`src/rtl/laser_link_ctrl.sv`:
```
`timescale 1ns/1ps
`default_nettype none
// ============================================================================
//  Module      : laser_link_ctrl
//  Description : Host-queue to laser-link controller. Supports idle, host
//                loopback echo, full-duplex laser bridge and constant-pattern
//                transmit modes, with a receive FIFO, transmit timeout,
//                counted receive drops and saturating statistics counters.
//  Revision    : 1.0 - initial release
// ============================================================================
module laser_link_ctrl #(
    parameter int                DATA_W     = 8,
    parameter int                RX_DEPTH   = 4,
    parameter int                TX_TIMEOUT = 1023,
    parameter int                CNT_W      = 16,
    parameter logic [DATA_W-1:0] PATTERN    = 'h0A
) (
    input  logic              clock,
    input  logic              reset,
    input  logic              en,
    input  logic [1:0]        mode,
    input  logic              clear_stats,
    input  logic              rdq_empty,
    input  logic [DATA_W-1:0] data_rd,
    output logic              rdreq,
    input  logic              wrq_full,
    output logic              wrreq,
    output logic [DATA_W-1:0] data_wr,
    input  logic              rx_valid,
    input  logic [DATA_W-1:0] rx_data,
    output logic              tx_ready,
    output logic [DATA_W-1:0] tx_data,
    input  logic              tx_done,
    output logic              tx_timeout,
    output logic              busy,
    output logic [CNT_W-1:0]  tx_count,
    output logic [CNT_W-1:0]  rx_count,
    output logic [CNT_W-1:0]  drop_count
);

    // FSM encoding
    localparam logic [2:0] S_IDLE     = 3'd0;
    localparam logic [2:0] S_ECHO     = 3'd1;
    localparam logic [2:0] S_LOAD     = 3'd2;
    localparam logic [2:0] S_TX_START = 3'd3;
    localparam logic [2:0] S_TX_WAIT  = 3'd4;

    // Run-time modes
    localparam logic [1:0] c_MODE_IDLE    = 2'd0;
    localparam logic [1:0] c_MODE_ECHO    = 2'd1;
    localparam logic [1:0] c_MODE_BRIDGE  = 2'd2;
    localparam logic [1:0] c_MODE_PATTERN = 2'd3;

    localparam int c_ADDR_W = $clog2(RX_DEPTH);
    localparam int c_FILL_W = c_ADDR_W + 1;
    localparam int c_TMR_W  = (TX_TIMEOUT > 1) ? $clog2(TX_TIMEOUT) : 1;

    localparam logic [c_TMR_W-1:0]  c_TMR_LAST = c_TMR_W'(TX_TIMEOUT - 1);
    localparam logic [c_FILL_W-1:0] c_FILL_MAX = c_FILL_W'(RX_DEPTH);
    localparam logic [CNT_W-1:0]    c_CNT_MAX  = '1;

    logic [2:0]          r_state;
    logic [2:0]          w_next_state;
    logic                w_rdreq_fsm;
    logic [DATA_W-1:0]   r_tx_hold;
    logic [c_TMR_W-1:0]  r_timer;

    logic [DATA_W-1:0]   r_mem [0:RX_DEPTH-1];
    logic [c_ADDR_W-1:0] r_wr_ptr;
    logic [c_ADDR_W-1:0] r_rd_ptr;
    logic [c_FILL_W-1:0] r_fill;

    logic [CNT_W-1:0]    r_tx_count;
    logic [CNT_W-1:0]    r_rx_count;
    logic [CNT_W-1:0]    r_drop_count;

    logic w_echo_go;
    logic w_bridge_go;
    logic w_pattern;
    logic w_tx_expire;
    logic w_fifo_empty;
    logic w_fifo_full;
    logic w_pop;
    logic w_rx_offer;
    logic w_push;
    logic w_drop;
    logic w_tx_inc;

    assign w_echo_go   = en && (mode == c_MODE_ECHO) && !rdq_empty && !wrq_full;
    assign w_bridge_go = en && (mode == c_MODE_BRIDGE) && !rdq_empty;
    assign w_pattern   = en && (mode == c_MODE_PATTERN);
    // tx_done beats a coincident timeout, so expiry requires its absence
    assign w_tx_expire = (r_state == S_TX_WAIT) && !tx_done && (r_timer == c_TMR_LAST);

    assign w_fifo_empty = (r_fill == '0);
    assign w_fifo_full  = (r_fill == c_FILL_MAX);
    // Drain yields the write port to echo traffic
    assign w_pop        = !w_fifo_empty && !wrq_full && (r_state != S_ECHO);
    assign w_rx_offer   = rx_valid && en && (mode == c_MODE_BRIDGE);
    // A pop in the same cycle frees the slot a full buffer needs
    assign w_push       = w_rx_offer && (!w_fifo_full || w_pop);
    assign w_drop       = w_rx_offer && w_fifo_full && !w_pop;
    assign w_tx_inc     = tx_done && ((r_state == S_TX_WAIT) || w_pattern);

    // Next-state and read-queue pop decode; mode only matters in S_IDLE/S_ECHO
    always_comb begin
        w_next_state = r_state;
        w_rdreq_fsm  = 1'b0;
        case (r_state)
            S_IDLE: begin
                if (w_echo_go) begin
                    w_rdreq_fsm  = 1'b1;
                    w_next_state = S_ECHO;
                end else if (w_bridge_go) begin
                    w_rdreq_fsm  = 1'b1;
                    w_next_state = S_LOAD;
                end
            end
            S_ECHO: begin
                if (w_echo_go) begin
                    w_rdreq_fsm = 1'b1;
                end else begin
                    w_next_state = S_IDLE;
                end
            end
            S_LOAD:     w_next_state = S_TX_START;
            S_TX_START: w_next_state = S_TX_WAIT;
            S_TX_WAIT: begin
                if (tx_done || (r_timer == c_TMR_LAST)) begin
                    w_next_state = S_IDLE;
                end
            end
            default:    w_next_state = S_IDLE;
        endcase
    end

    // State register
    always_ff @(posedge clock or posedge reset) begin
        if (reset) begin
            r_state <= S_IDLE;
        end else begin
            r_state <= w_next_state;
        end
    end

    // Transmit byte capture and timeout timer
    always_ff @(posedge clock or posedge reset) begin
        if (reset) begin
            r_tx_hold <= '0;
            r_timer   <= '0;
        end else begin
            if (r_state == S_LOAD) begin
                r_tx_hold <= data_rd;
            end
            if (r_state == S_TX_START) begin
                r_timer <= '0;
            end else if (r_state == S_TX_WAIT) begin
                r_timer <= r_timer + c_TMR_W'(1);
            end
        end
    end

    // Receive buffer storage; contents are don't-care while empty
    always_ff @(posedge clock) begin
        if (w_push) begin
            r_mem[r_wr_ptr] <= rx_data;
        end
    end

    // Receive buffer pointers and occupancy
    always_ff @(posedge clock or posedge reset) begin
        if (reset) begin
            r_wr_ptr <= '0;
            r_rd_ptr <= '0;
            r_fill   <= '0;
        end else begin
            if (w_push) begin
                r_wr_ptr <= r_wr_ptr + c_ADDR_W'(1);
            end
            if (w_pop) begin
                r_rd_ptr <= r_rd_ptr + c_ADDR_W'(1);
            end
            case ({w_push, w_pop})
                2'b10:   r_fill <= r_fill + c_FILL_W'(1);
                2'b01:   r_fill <= r_fill - c_FILL_W'(1);
                default: r_fill <= r_fill;
            endcase
        end
    end

    // Saturating statistics; clear wins over any increment
    always_ff @(posedge clock or posedge reset) begin
        if (reset) begin
            r_tx_count   <= '0;
            r_rx_count   <= '0;
            r_drop_count <= '0;
        end else if (clear_stats) begin
            r_tx_count   <= '0;
            r_rx_count   <= '0;
            r_drop_count <= '0;
        end else begin
            if (w_tx_inc && (r_tx_count != c_CNT_MAX)) begin
                r_tx_count <= r_tx_count + CNT_W'(1);
            end
            if (w_push && (r_rx_count != c_CNT_MAX)) begin
                r_rx_count <= r_rx_count + CNT_W'(1);
            end
            if (w_drop && (r_drop_count != c_CNT_MAX)) begin
                r_drop_count <= r_drop_count + CNT_W'(1);
            end
        end
    end

    // Host-side outputs; held low while reset is asserted
    always_comb begin
        rdreq   = 1'b0;
        wrreq   = 1'b0;
        data_wr = '0;
        if (!reset) begin
            rdreq = w_rdreq_fsm;
            wrreq = (r_state == S_ECHO) || w_pop;
            if (r_state == S_ECHO) begin
                data_wr = data_rd;
            end else if (w_pop) begin
                data_wr = r_mem[r_rd_ptr];
            end
        end
    end

    // Laser-side outputs; PATTERN mode overrides the FSM drive
    always_comb begin
        tx_ready   = 1'b0;
        tx_data    = '0;
        tx_timeout = 1'b0;
        if (!reset) begin
            tx_timeout = w_tx_expire;
            if (w_pattern) begin
                tx_ready = 1'b1;
                tx_data  = PATTERN;
            end else begin
                tx_ready = (r_state == S_TX_START);
                if ((r_state == S_TX_START) || (r_state == S_TX_WAIT)) begin
                    tx_data = r_tx_hold;
                end
            end
        end
    end

    assign busy       = (r_state != S_IDLE);
    assign tx_count   = r_tx_count;
    assign rx_count   = r_rx_count;
    assign drop_count = r_drop_count;

endmodule
`default_nettype wire

```
`config.mk`:
```
export PLATFORM = sky130hd
export DESIGN_NAME = laser_link_ctrl
export DESIGN_NICKNAME = d
export VERILOG_FILES = /design/src/rtl/laser_link_ctrl.sv
export SDC_FILE = /design/constraint.sdc
export NUM_CORES = 1
export LEC_CHECK = 0
export BUFFER_PORTS_ARGS = -buffer_cell sky130_fd_sc_hd__buf_2
export CAP_MARGIN = 20
export CORE_ASPECT_RATIO = 0.8
export CORE_UTILIZATION = 45
export CTS_CLUSTER_DIAMETER = 60
export DETAILED_ROUTE_END_ITERATION = 10
export PLACE_DENSITY = 0.66
export SETUP_SLACK_MARGIN = 0.1
export SKIP_LAST_GASP = 1
export SLEW_MARGIN = 5
export SYNTH_ARGS = -nofsm -noshare
export SYNTH_HDL_FRONTEND = slang
export SYNTH_SLANG_ARGS = --single-unit
```
`constraint.sdc`:
```
create_clock -name clock -period 3.4 [get_ports clock]
set_clock_uncertainty 0.2 [all_clocks]
set_input_delay 0.68 -clock clock [delete_from_list [all_inputs] [get_ports clock]]
set_output_delay 0.68 -clock clock [all_outputs]
set_load 0.05 [all_outputs]
```
* Yosys cells after proc, flatten, opt, wreduce, memory -nomap -nowiden
Memories as Yosys holds them, arrays and structs flattened.
Cells that the tools add are included.
W data, S select, Z words.
** Operators by class
- Add/sub/neg operators :: 8
- Eq/ne operators :: 18
- Multiplexer cells :: 31
- Reduce and logical (&&, ||, !) cells :: 39
** Operators by type and width (number)
- $mux W16 :: 6
- $add A16 B1 Y16 const B :: 3
- $mux W8 :: 6
- $ne A16 B16 Y1 const B :: 3
- $mux W10 :: 2
- $logic_and A1 B1 Y1 :: 19
- $pmux W3 S5 :: 1
- $mux W3 :: 4
- $add A10 B1 Y10 const B :: 1
- $eq A10 B10 Y1 const B :: 1
- $mux W1 :: 10
- $reduce_bool A2 Y1 :: 5
- $eq A2 B2 Y1 const B :: 3
- $eq A3 B2 Y1 const B :: 2
- $eq A3 B3 Y1 const B :: 2
- $logic_not A1 Y1 :: 6
- $logic_not A3 Y1 :: 2
- $pmux W3 S2 :: 1
- $logic_or A1 B1 Y1 :: 5
- $add A2 B1 Y2 const B :: 2
- $eq A2 B1 Y1 const B :: 2
- $ne A2 B2 Y1 const B :: 2
- $add A3 B1 Y3 const B :: 1
- $eq A3 B1 Y1 const B :: 1
- other kinds (6) :: 6
** Word-level totals
- Bits in registers :: 76
- RAM bits :: 32
- Bits of input ports :: 26
- Output and inout port bits :: 69
- Logic and storage cells :: 106
- Memories :: 1
** Memory list
- r_mem :: words 4, bits a word 8, rd ports 1, clocked after Yosys merged registers in 0, write ports 1, line 68 : logic [DATA_W-1:0] r_mem [0:RX_DEPTH-1];

* Logic depth before layout (Yosys ltp)
Gate-level depths: netlist of run 1.
- Depth after elaboration :: 9
- Gate-level depth with buffers :: 9
- Gate-level depth less buffers :: 7

* Least setup slack after synthesis of run 1
Ideal clock, no wire load.
- Kind :: input to output
- From :: input port reset
- To :: output port tx_timeout
- Arrival time :: 2.386 ns
- Data required time :: 2.520 ns
- Slack :: 0.134 ns
- Stages on the path :: 2
- Path buffers :: 1
- Cells stage by stage :: clkbuf_1 -> nor4_1
** On the way
- Longest elaborated chain between the ends :: 1
** RTL lines
- start: declaration :: line 19 : input logic reset,
- $mux W1 :: line 235 : if (!reset) begin
- end: declaration :: line 34 : output logic tx_timeout,
No other way between the ends.

* Final worst setup path of run 1
- From :: register r_rd_ptr[0]
- To :: output port data_wr[2]
** On the way
- Longest elaborated chain between the ends :: 4
** RTL lines
- start: declaration :: line 70 : logic [c_ADDR_W-1:0] r_rd_ptr;
- start signal: assignment :: line 181 : r_rd_ptr <= r_rd_ptr + c_ADDR_W'(1);
- $mem_v2 Z4 W8
- $mux W8 :: line 224 : end else if (w_pop) begin
- $mux W8 :: line 222 : if (r_state == S_ECHO) begin
- $mux W8 :: line 219 : if (!reset) begin
- end: declaration :: line 28 : output logic [DATA_W-1:0] data_wr,
No other way between the ends.

==> results of run 1 <==
[cell families after synthesis]
logic type	count (synthesis)	synth area share, %
flip-flops	108	51.7
multiplexers	25	6.58
adder cells (fa/ha/maj)	10	2.40
AND/OR/NAND/NOR	205	19.8
XOR/XNOR	39	6.17
AO/OA/AOI/OAI	74	10.2
buffers and inverters	39	3.16
[power breakdown]
group | internal, W | switching [W] | leakage, nW
Clock | 0.000534 | 0.000539 | 0.152
Sequential | 0.00147 | 0.000164 | 1.31
Combinational | 0.000367 | 0.000547 | 1.24
Total | 0.00237 | 0.00125 | 2.70
[area by class of cell]
type / count / area, µm² / area share (%)
flip-flops and latches: 108 / 2860 / 44.3
multi-input cells: 353 / 2510 / 38.8
repair buffers: 102 / 543 / 8.39
clock buffers: 9 / 225 / 3.48
well taps: 148 / 185 / 2.86
clock inverters: 7 / 83.8 / 1.30
inverters: 16 / 60.1 / 0.928
[synth_stat cells, types with 2 or more instances]
library cell,n
a22oi_1,8
nor3_1,11
nand3_1,22
nor4_1,10
nor2b_1,3
nand3b_1,2
and4_1,5
xor2_1,3
dfrtp_1,76
nor3_2,2
nor3b_1,2
clkbuf_1,14
a2111oi_0,6
a211oi_1,6
or3_1,3
and2_1,10
buf_2,4
mux4_2,8
inv_1,16
a31o_2,2
a21oi_1,21
nand4_1,16
mux2i_1,6
ha_1,9
nor4b_1,2
xnor2_1,36
edfxtp_1,32
and4b_1,3
nor2_1,70
mux2_2,11
buf_6,3
nand2b_1,3
o21ai_0,11
a2111oi_2,6
nand2_1,24
and3_1,7
nor3b_4,2
[metrics by stage]
| step | cell area (µm²) | power [W] | instances | worst slack, ns |
|---|---|---|---|---|
| 2_1_floorplan | 5540 | 0.00237 | 500 | 0.134 |
| 3_3_place_gp | 6140 | 0.00254 | 726 | 0.416 |
| 6_report | 6470 | 0.00362 | 743 | 0.344 |
| 4_1_cts | 6460 | 0.00366 | 742 | 0.151 |
| 5_1_grt | 6470 | 0.00381 | 743 | 0.138 |
| 3_5_place_dp | 6140 | 0.00258 | 726 | 0.348 |
[registers in the layout, indices dropped and copies added, names as in the netlist]
name	count
r_mem	32
drop_count	16
rx_count	16
tx_count	16
r_timer	10
r_tx_hold	8
r_fill	3
r_state	3
r_rd_ptr	2
r_wr_ptr	2
[final timing paths]
kind | endpoint | slack (ns) | cells past startpoint
min in group clock | r_timer[8] | 0.30 | 1
min reg2reg | r_timer[8] | 0.30 | 1
max in group asynchronous | r_timer[8] | 2.18 | 3
max | data_wr[2] | 0.34 | 4
min | r_tx_hold[7] | 0.19 | 2
max reg2reg | drop_count[12] | 0.63 | 5
[metal layers]
layer | routed length [µm] | part of all wire, %
met5 | 0 | 0
met4 | 119 | 0.98
met3 | 451 | 3.7
met2 | 5850 | 48
met1 | 5670 | 47
[timing repair]
action / in CTS / in global routing
setup buffers: 0 / 0
pin swaps: 0 / 0
endpoints found under the setup margin: 6 / 6
gates resized for setup: 1 / 1
[worst register-to-register path: cells and delay by family, from the launching register on]
family | cells | cell delay [ns]
AND/OR/NAND/NOR | 2 | 0.60
AO/OA/AOI/OAI | 2 | 1.16
flip-flops | 1 | 0.52
XOR/XNOR | 1 | 0.18
==> metrics, run 1 <==
outcome=completed; vias=4164; worst-path fanout max=10; number of nets with antenna violations after routing=0; Setup crit start kind=flip-flop; pwr dens=560 mW/mm²; Reg clk slew, reported paths=around 0.08 ns; first-pass GRT wire length=20.1 mm; Starting Density=47.2%; DRT Pass-1 Iters=4; Mapped Area=around 0.0055 mm²; met1 GRT Util=roughly 28%; hpwl dp=8.63 mm; CP startpoint=r_rd_ptr[0]; Final Critical Period=3.06 ns; nets@finish=626; final WL=around 12 mm; CP peak stage delay=about 0.74 ns; GRT Total Usage=20.0%; WS Path Type=reg -> out; Final GP Congestion=0.834; clk_lat worst skew=0.35 ns; area share of the largest cell type after synthesis=34.4%; maximum vdd drop=approximately 0.30 mV; most frequent cells in the layout=buf_2 (94), dfrtp_1 (76), nor2_1 (70); count of hold-fix buffers inserted at cts=0; most common cell after layout, fill and taps aside=buf_2; CP top delay family=flip-flops; Worst setup EP type=output port; Fin. Hold Viols=0; Critical-path top delay cell=dfrtp_1; CTS H-tree lvls=3; syn_nets=536; setup TNS=0 ns; number of global-route vias before repair=a little over 4000; YS warnings=0; # IOs=95; Area contributors post-synth=dfrtp_1 (34%), edfxtp_1 (17%), xnor2_1 (5.7%); number of max-cap violations=0; Leakage=2.70 nW; grt peak-use layer=met2; pin count of the biggest net entering global routing=69; CTS sink cnt=108; Ant. Diodes=0; Post-Syn Instances=500; Post-synth EDFFs=32; measured slew at the worst slew-check pin=just over 0.8 ns; CP bufs+invs=1; fmax=327 MHz; type of the worst min-delay path=in -> async; PortBufs=94; vias per cell=5.60; FP Rows=35; Util after Layout=between 50 and 60%; die width=126 µm; die height=between 100 and 150 µm; Most used DFF post-synth=dfrtp_1; WHS=0.193 ns; sequential share of the synthesized area=51.7%; Avg WL per Cell=approximately 16 µm; Slew HR=44.9%; Max Slew Vio Count=0; layout cells sized above 1=26.9%; CTS Buf Count=9; Iter 0 DRT Violations=205; Synth cell types=62; fraction of registers with async set/reset=70.4%; filler instances=1013; met2 Use GR=32.2%; Tcrit/Tclk final=between 80% and 90%; Worst EP required=around 2.5 ns; RSZ-0062 raised after global routing=no; cell taking the most area after synthesis=dfrtp_1; setup violators final=0; drc violations=0; CTS root buf=clkbuf_16; Reg2Reg Launch Point=r_state[0]; met3 usage in global routing=4.17%; core area=0.0117 mm²; initial antenna violation count=0; FF+latch count, synth=~110; GRT overflow=0; area growth from synthesis to layout=16.8%; clk buf depth=2; Die ar.=0.0128 mm²; syn avg cell area=~11 µm²; Worst Path Arrival=around 2.2 ns; CTS tree=yes; critical-path cell list=mux4_2 > a22oi_1 > nor2_1 > buf_2
Power figures use the tool's default switching activity.
==> run 2: changes to the inputs <==
--- a/config.mk
+++ b/config.mk
@@ -5,13 +5,13 @@
 export SDC_FILE = /design/constraint.sdc
 export NUM_CORES = 1
 export LEC_CHECK = 0
-export BUFFER_PORTS_ARGS = -buffer_cell sky130_fd_sc_hd__buf_2
 export CAP_MARGIN = 20
 export CORE_ASPECT_RATIO = 0.8
 export CORE_UTILIZATION = 45
 export CTS_CLUSTER_DIAMETER = 60
 export DETAILED_ROUTE_END_ITERATION = 10
-export PLACE_DENSITY = 0.66
+export DONT_BUFFER_PORTS = 1
+export PLACE_DENSITY = 0.62
 export SETUP_SLACK_MARGIN = 0.1
 export SKIP_LAST_GASP = 1
 export SLEW_MARGIN = 5
==> constraint.sdc (replaced) <==
create_clock -name clock -period 2.5 [get_ports clock]
set_clock_uncertainty 0.2 [all_clocks]
set_input_delay 0.5 -clock clock [delete_from_list [all_inputs] [get_ports clock]]
set_output_delay 0.5 -clock clock [all_outputs]
set_load 0.05 [all_outputs]
==> metrics, run 2 (synthesis results as in run 1) <==
outcome=finished with violations; failing checks=setup timing; nets@finish=627; area growth from synthesis to layout=28.4%; CTS sink cnt=108; first-pass GRT wire length=21.5 mm; internal power=between 0.003 and 0.004 W; type of the worst min-delay path=in -> reg; CTS Buf Count=9; clk buf depth=2; setup violators final=5; PortBufs=0; Critical-path top delay cell=mux4_2; CTS tree=yes; drc violations=0; layout cells sized above 1=around a third; pre-CTS setup slack=0.0848 ns; GRT Total Usage=~22%; Starting Density=between 40% and 50%; placed cells=702; number of nets with antenna violations after routing=0; CTS H-tree lvls=3; Tcrit/Tclk final=101%; Worst EP required=1.80 ns; die width=126 µm; Ant. Diodes=0; Reg clk slew, reported paths=~0.08 ns; number of max-cap violations=0; Comb power frac=approximately a third; CP bufs+invs=1; most frequent cells in the layout=buf_4 (80), dfrtp_1 (66), nor2_1 (58); measured slew at the worst slew-check pin=1.11 ns; Placed Area=around 0.0063 mm²; hpwl dp=8.94 mm; # IOs=95; Avg WL per Cell=~19 µm; pwr dens=769 mW/mm²; Clk pwr share=around a quarter; Iter 0 DRT Violations=240; Final GP Congestion=0.803; Final Critical Period=2.52 ns; number of global-route vias before repair=4185; switching power=a little under 0.002 W; Flop pwr share=40.8%; CTS root buf=clkbuf_16; min setup slack post-route=-0.0211 ns; RSZ-0062 raised after global routing=yes; fin area=0.00711 mm²; clk_lat worst skew=0.35 ns; die height=roughly 100 µm; maximum vdd drop=0.354 mV; FP Rows=35; Fin. Hold Viols=0; pin count of the biggest net entering global routing=71; Slew HR=25.8%; total power=0.00546 W; CP top delay family=multiplexers; fmax=397 MHz; Worst Path Arrival=1.82 ns; DRT Pass-1 Iters=4; most common cell after layout, fill and taps aside=buf_4; GRT overflow=0; final WL=13.9 mm; initial antenna violation count=0; Worst setup EP type=output port; WS Path Type=reg -> out; Setup crit start kind=flip-flop; vias per cell=approximately 6; worst-path fanout max=4; WHS=0.0163 ns; max reg flops=32; Max Slew Vio Count=0; Leakage=2.75 nW; Sw Share=between 30% and 40%; critical-path cell list=mux4_2 > a22oi_2 > nor2_4 > buf_12; vias=between 4000 and 5000; core area=approximately 0.012 mm²; non-filler cells, final=roughly 740; Biggest register=r_mem; Die ar.=0.0128 mm²; CP peak stage delay=between 0.5 and 0.6 ns
run 2: changes by cell type in the layout (fill, tap and decap cells not counted), sizes merged:
cell	delta
buf	-7
dlygate4sd3	+7
clkinvlp	+1
clkbuf	+1
inv	-1
run 2: final cells by class:
class / instances / area, µm²
fillers: 942 / 4630
repair buffers: 103 / 888
well taps: 148 / 185
clock buffers: 9 / 225
clock inverters: 7 / 81.3
inverters: 16 / 63.8
flip-flops and latches: 108 / 2880
multi-input cells: 353 / 2790
run 2: final timing paths:
kind / to / from / cells after the start / slack (ns)
setup / recovery: data_wr[2] / r_rd_ptr[0] / 4 / -0.02
hold / removal: tx_count[3] / clear_stats / 1 / 0.02
setup reg to reg: r_fill[2] / r_state[0] / 9 / 0.13
hold reg to reg: r_timer[9] / r_timer[9] / 1 / 0.29
max in group asynchronous: r_rd_ptr[0] / reset / 3 / 1.13
min in group asynchronous: r_tx_hold[2] / reset / 2 / 0.35
run 2: repair_timing:
action | in CTS | in global routing
pin swaps | 17 | 15
setup buffers | 10 | 10
gates resized for setup | 34 | 33
endpoints found under the hold margin | 32 | 0
setup endpoints to repair | 21 | 77
hold buffers | 7 | 0
run 2: worst reg2reg max path: cells and delay by family, from the launching register on:
family                     cells  cell delay, ns
AOI/OAI and AO/OA              1            0.08
xor gates and xnor gates       1            0.13
adders and majority gates      1            0.42
buffers and inverters          2            0.29
DFF                            1            0.48
and+or+nand+nor                4            0.66
run 2: metrics by stage:
step,utilization (%),TNS (ns)
floorplan,-,-0.388
global placement,54.0,0
detailed placement,54.0,0
CTS,58.9,-0.0549
global route,60.6,-1.21
finish,60.6,-0.0355
run 2: power groups by stage:
stage | clock, W | combinational (W) | sequential, W
floorplan | 0 | 0.00118 | 0.00212
global placement | 0 | 0.00140 | 0.00222
detailed placement | 0 | 0.00143 | 0.00222
CTS | 0.00149 | 0.00167 | 0.00221
global route | 0.00156 | 0.00189 | 0.00225
finish | 0.00146 | 0.00178 | 0.00223
run 2: routing by layer:
layer / global-route usage (%) / share of wire [%] / up-vias
met5: 0 / 0 / -
met4: 6.49 / 1.2 / 0
met3: 5.49 / 5.4 / 16
met2: 35.0 / 48 / 112
met1: 30.2 / 45 / 2188
li1: - / - / 2023
==> run 3: changes to the inputs <==
--- a/config.mk
+++ b/config.mk
@@ -12,7 +12,7 @@
 export DETAILED_ROUTE_END_ITERATION = 10
 export DONT_BUFFER_PORTS = 1
 export PLACE_DENSITY = 0.62
-export SETUP_SLACK_MARGIN = 0.1
+export REMOVE_ABC_BUFFERS = 1
 export SKIP_LAST_GASP = 1
 export SLEW_MARGIN = 5
 export SYNTH_ARGS = -nofsm -noshare
==> metrics, run 3 (synthesis results as in run 1) <==
clk_lat worst skew=0.35 ns; vias=4204; Worst Path Arrival=1.79 ns; Storage cell area=0.00287 mm²; GRT overflow=0; filler instances=966; Starting Density=47.2%; Critical-path top delay cell=mux4_2; outcome=completed; Ant. Diodes=0; most common cell after layout, fill and taps aside=buf_4; switching power=0.00174 W; setup violators final=0; DRT Pass-1 Iters=6; Avg WL per Cell=17.4 µm; measured slew at the worst slew-check pin=0.726 ns; hpwl dp=9.02 mm; PortBufs=0; CTS root buf=clkbuf_16; type of the worst min-delay path=in -> reg; Iter 0 DRT Violations=251; pwr dens=between 700 and 800 mW/mm²; FP Rows=35; Final Critical Period=2.49 ns; Worst EP required=1.80 ns; number of nets with antenna violations after routing=0; nets@finish=between 600 and 700; WS Path Type=reg -> out; CTS H-tree lvls=3; Final GP Congestion=0.810; CP bufs+invs=2; Biggest register=r_mem; CTS Buf Count=9; number of global-route vias before repair=approximately 4100; Util after Layout=~60%; worst-path fanout max=5; Clk pwr share=26.2%; # IOs=95; clk buf depth=2; CP most frequent cell=buf_6; fmax=401 MHz; RSZ-0062 raised after global routing=yes; Flop pwr share=42.1%; Sw Share=roughly 33%; critical-path cell list=buf_6 > mux4_2 > a22oi_1 > nor2_1 > buf_6; area growth from synthesis to layout=25.6%; Reg clk slew, reported paths=approximately 0.070 ns; final WL=13.0 mm; maximum vdd drop=about 0.34 mV; die height=101 µm; Worst setup EP type=output port; Comb power frac=between 30% and 40%; CP peak stage delay=0.51 ns; Slew HR=51.6%; die width=126 µm; placed cells=713; core area=about 0.012 mm²; layout cells sized above 1=31.2%; first-pass GRT wire length=20.9 mm; Leakage=2.76 nW; CTS tree=yes; Tcrit/Tclk final=about 100%; Fin. Hold Viols=0; Setup crit start kind=flip-flop; Max Slew Vio Count=0; CP top delay family=multiplexers; multi-input logic area=0.00262 mm²; Die ar.=~0.013 mm²; most frequent cells in the layout=buf_4 (77), dfrtp_1 (72), nor2_1 (67); CTS sink cnt=108; number of max-cap violations=0; max reg flops=32; initial antenna violation count=0; vias per cell=5.64; pin count of the biggest net entering global routing=52; GRT Total Usage=20.9%; internal power=0.00347 W; drc violations=0; non-filler cells, final=745
==> run 3: final timing paths <==
kind                             startpoint              to  slack, ns  depth (start not counted)
worst max-delay path            r_rd_ptr[0]      data_wr[3]      0.007                          5
worst min-delay path            clear_stats     rx_count[4]       0.02                          1
worst max register to register   r_state[2]   drop_count[3]       0.09                          6
worst min register to register   r_timer[8]      r_timer[8]       0.30                          1
max in group asynchronous             reset  drop_count[10]       0.99                          3
min in group asynchronous             reset    r_tx_hold[1]       0.51                          2
==> run 3: power by group through the flow <==
stage,clock [W],combinational (W),sequential [W]
floorplan,0,0.000943,0.00221
global placement,0,0.00130,0.00224
detailed placement,0,0.00133,0.00226
CTS,0.00140,0.00150,0.00218
global route,0.00147,0.00178,0.00222
finish,0.00136,0.00165,0.00220
==> run 3: worst register-to-register path, delay by kind of cell, from the launching register on <==
kind / cells / cell delay, ns
compound gates: 2 / 0.95
flops: 1 / 0.47
simple gates: 2 / 0.34
xor+xnor: 1 / 0.18
buf+inv: 1 / 0.17
==> run 3: routing by layer <==
layer  routed length [µm]  global-route usage (%)  vias up
met5                    0                       0        -
met2                 5970                    32.9      110
met3                  772                    6.23        7
li1                     -                       -     2009
met1                 6120                    29.1     2078
met4                  102                    3.80        0
==> run 3: final cells by class <==
| cell class | count | share of cell area (%) |
|---|---|---|
| clock buffers | 9 | 3.24 |
| clock inverters | 7 | 0.791 |
| inverters | 16 | 0.881 |
| multi-input cells | 353 | 37.7 |
| flip-flops and latches | 108 | 41.2 |
| well taps | 148 | 2.66 |
| repair buffers | 104 | 13.5 |
==> run 3: timing repair <==
item	4_1_cts	5_1_grt
pin swaps	5	11
hold buffers	2	2
resized for setup	21	34
hold endpoints to repair	36	4
setup buffers	5	7
setup endpoints to repair	16	54
==> run 3: stage by stage <==
step	total power (W)	hold slack, ns	setup TNS (ns)	instance area (µm²)	setup slack, ns
after floorplan	0.00316	0.245	-22.17	5420	-0.612
after global placement	0.00354	0.275	0	6360	0.0748
after detailed placement	0.00359	0.281	0	6360	0.0488
after CTS	0.00508	0.000412	-0.0793	6770	-0.0205
after global routing	0.00547	0.00185	-1.14	6960	-0.0842
final	0.00521	0.0166	0	6960	0.00691
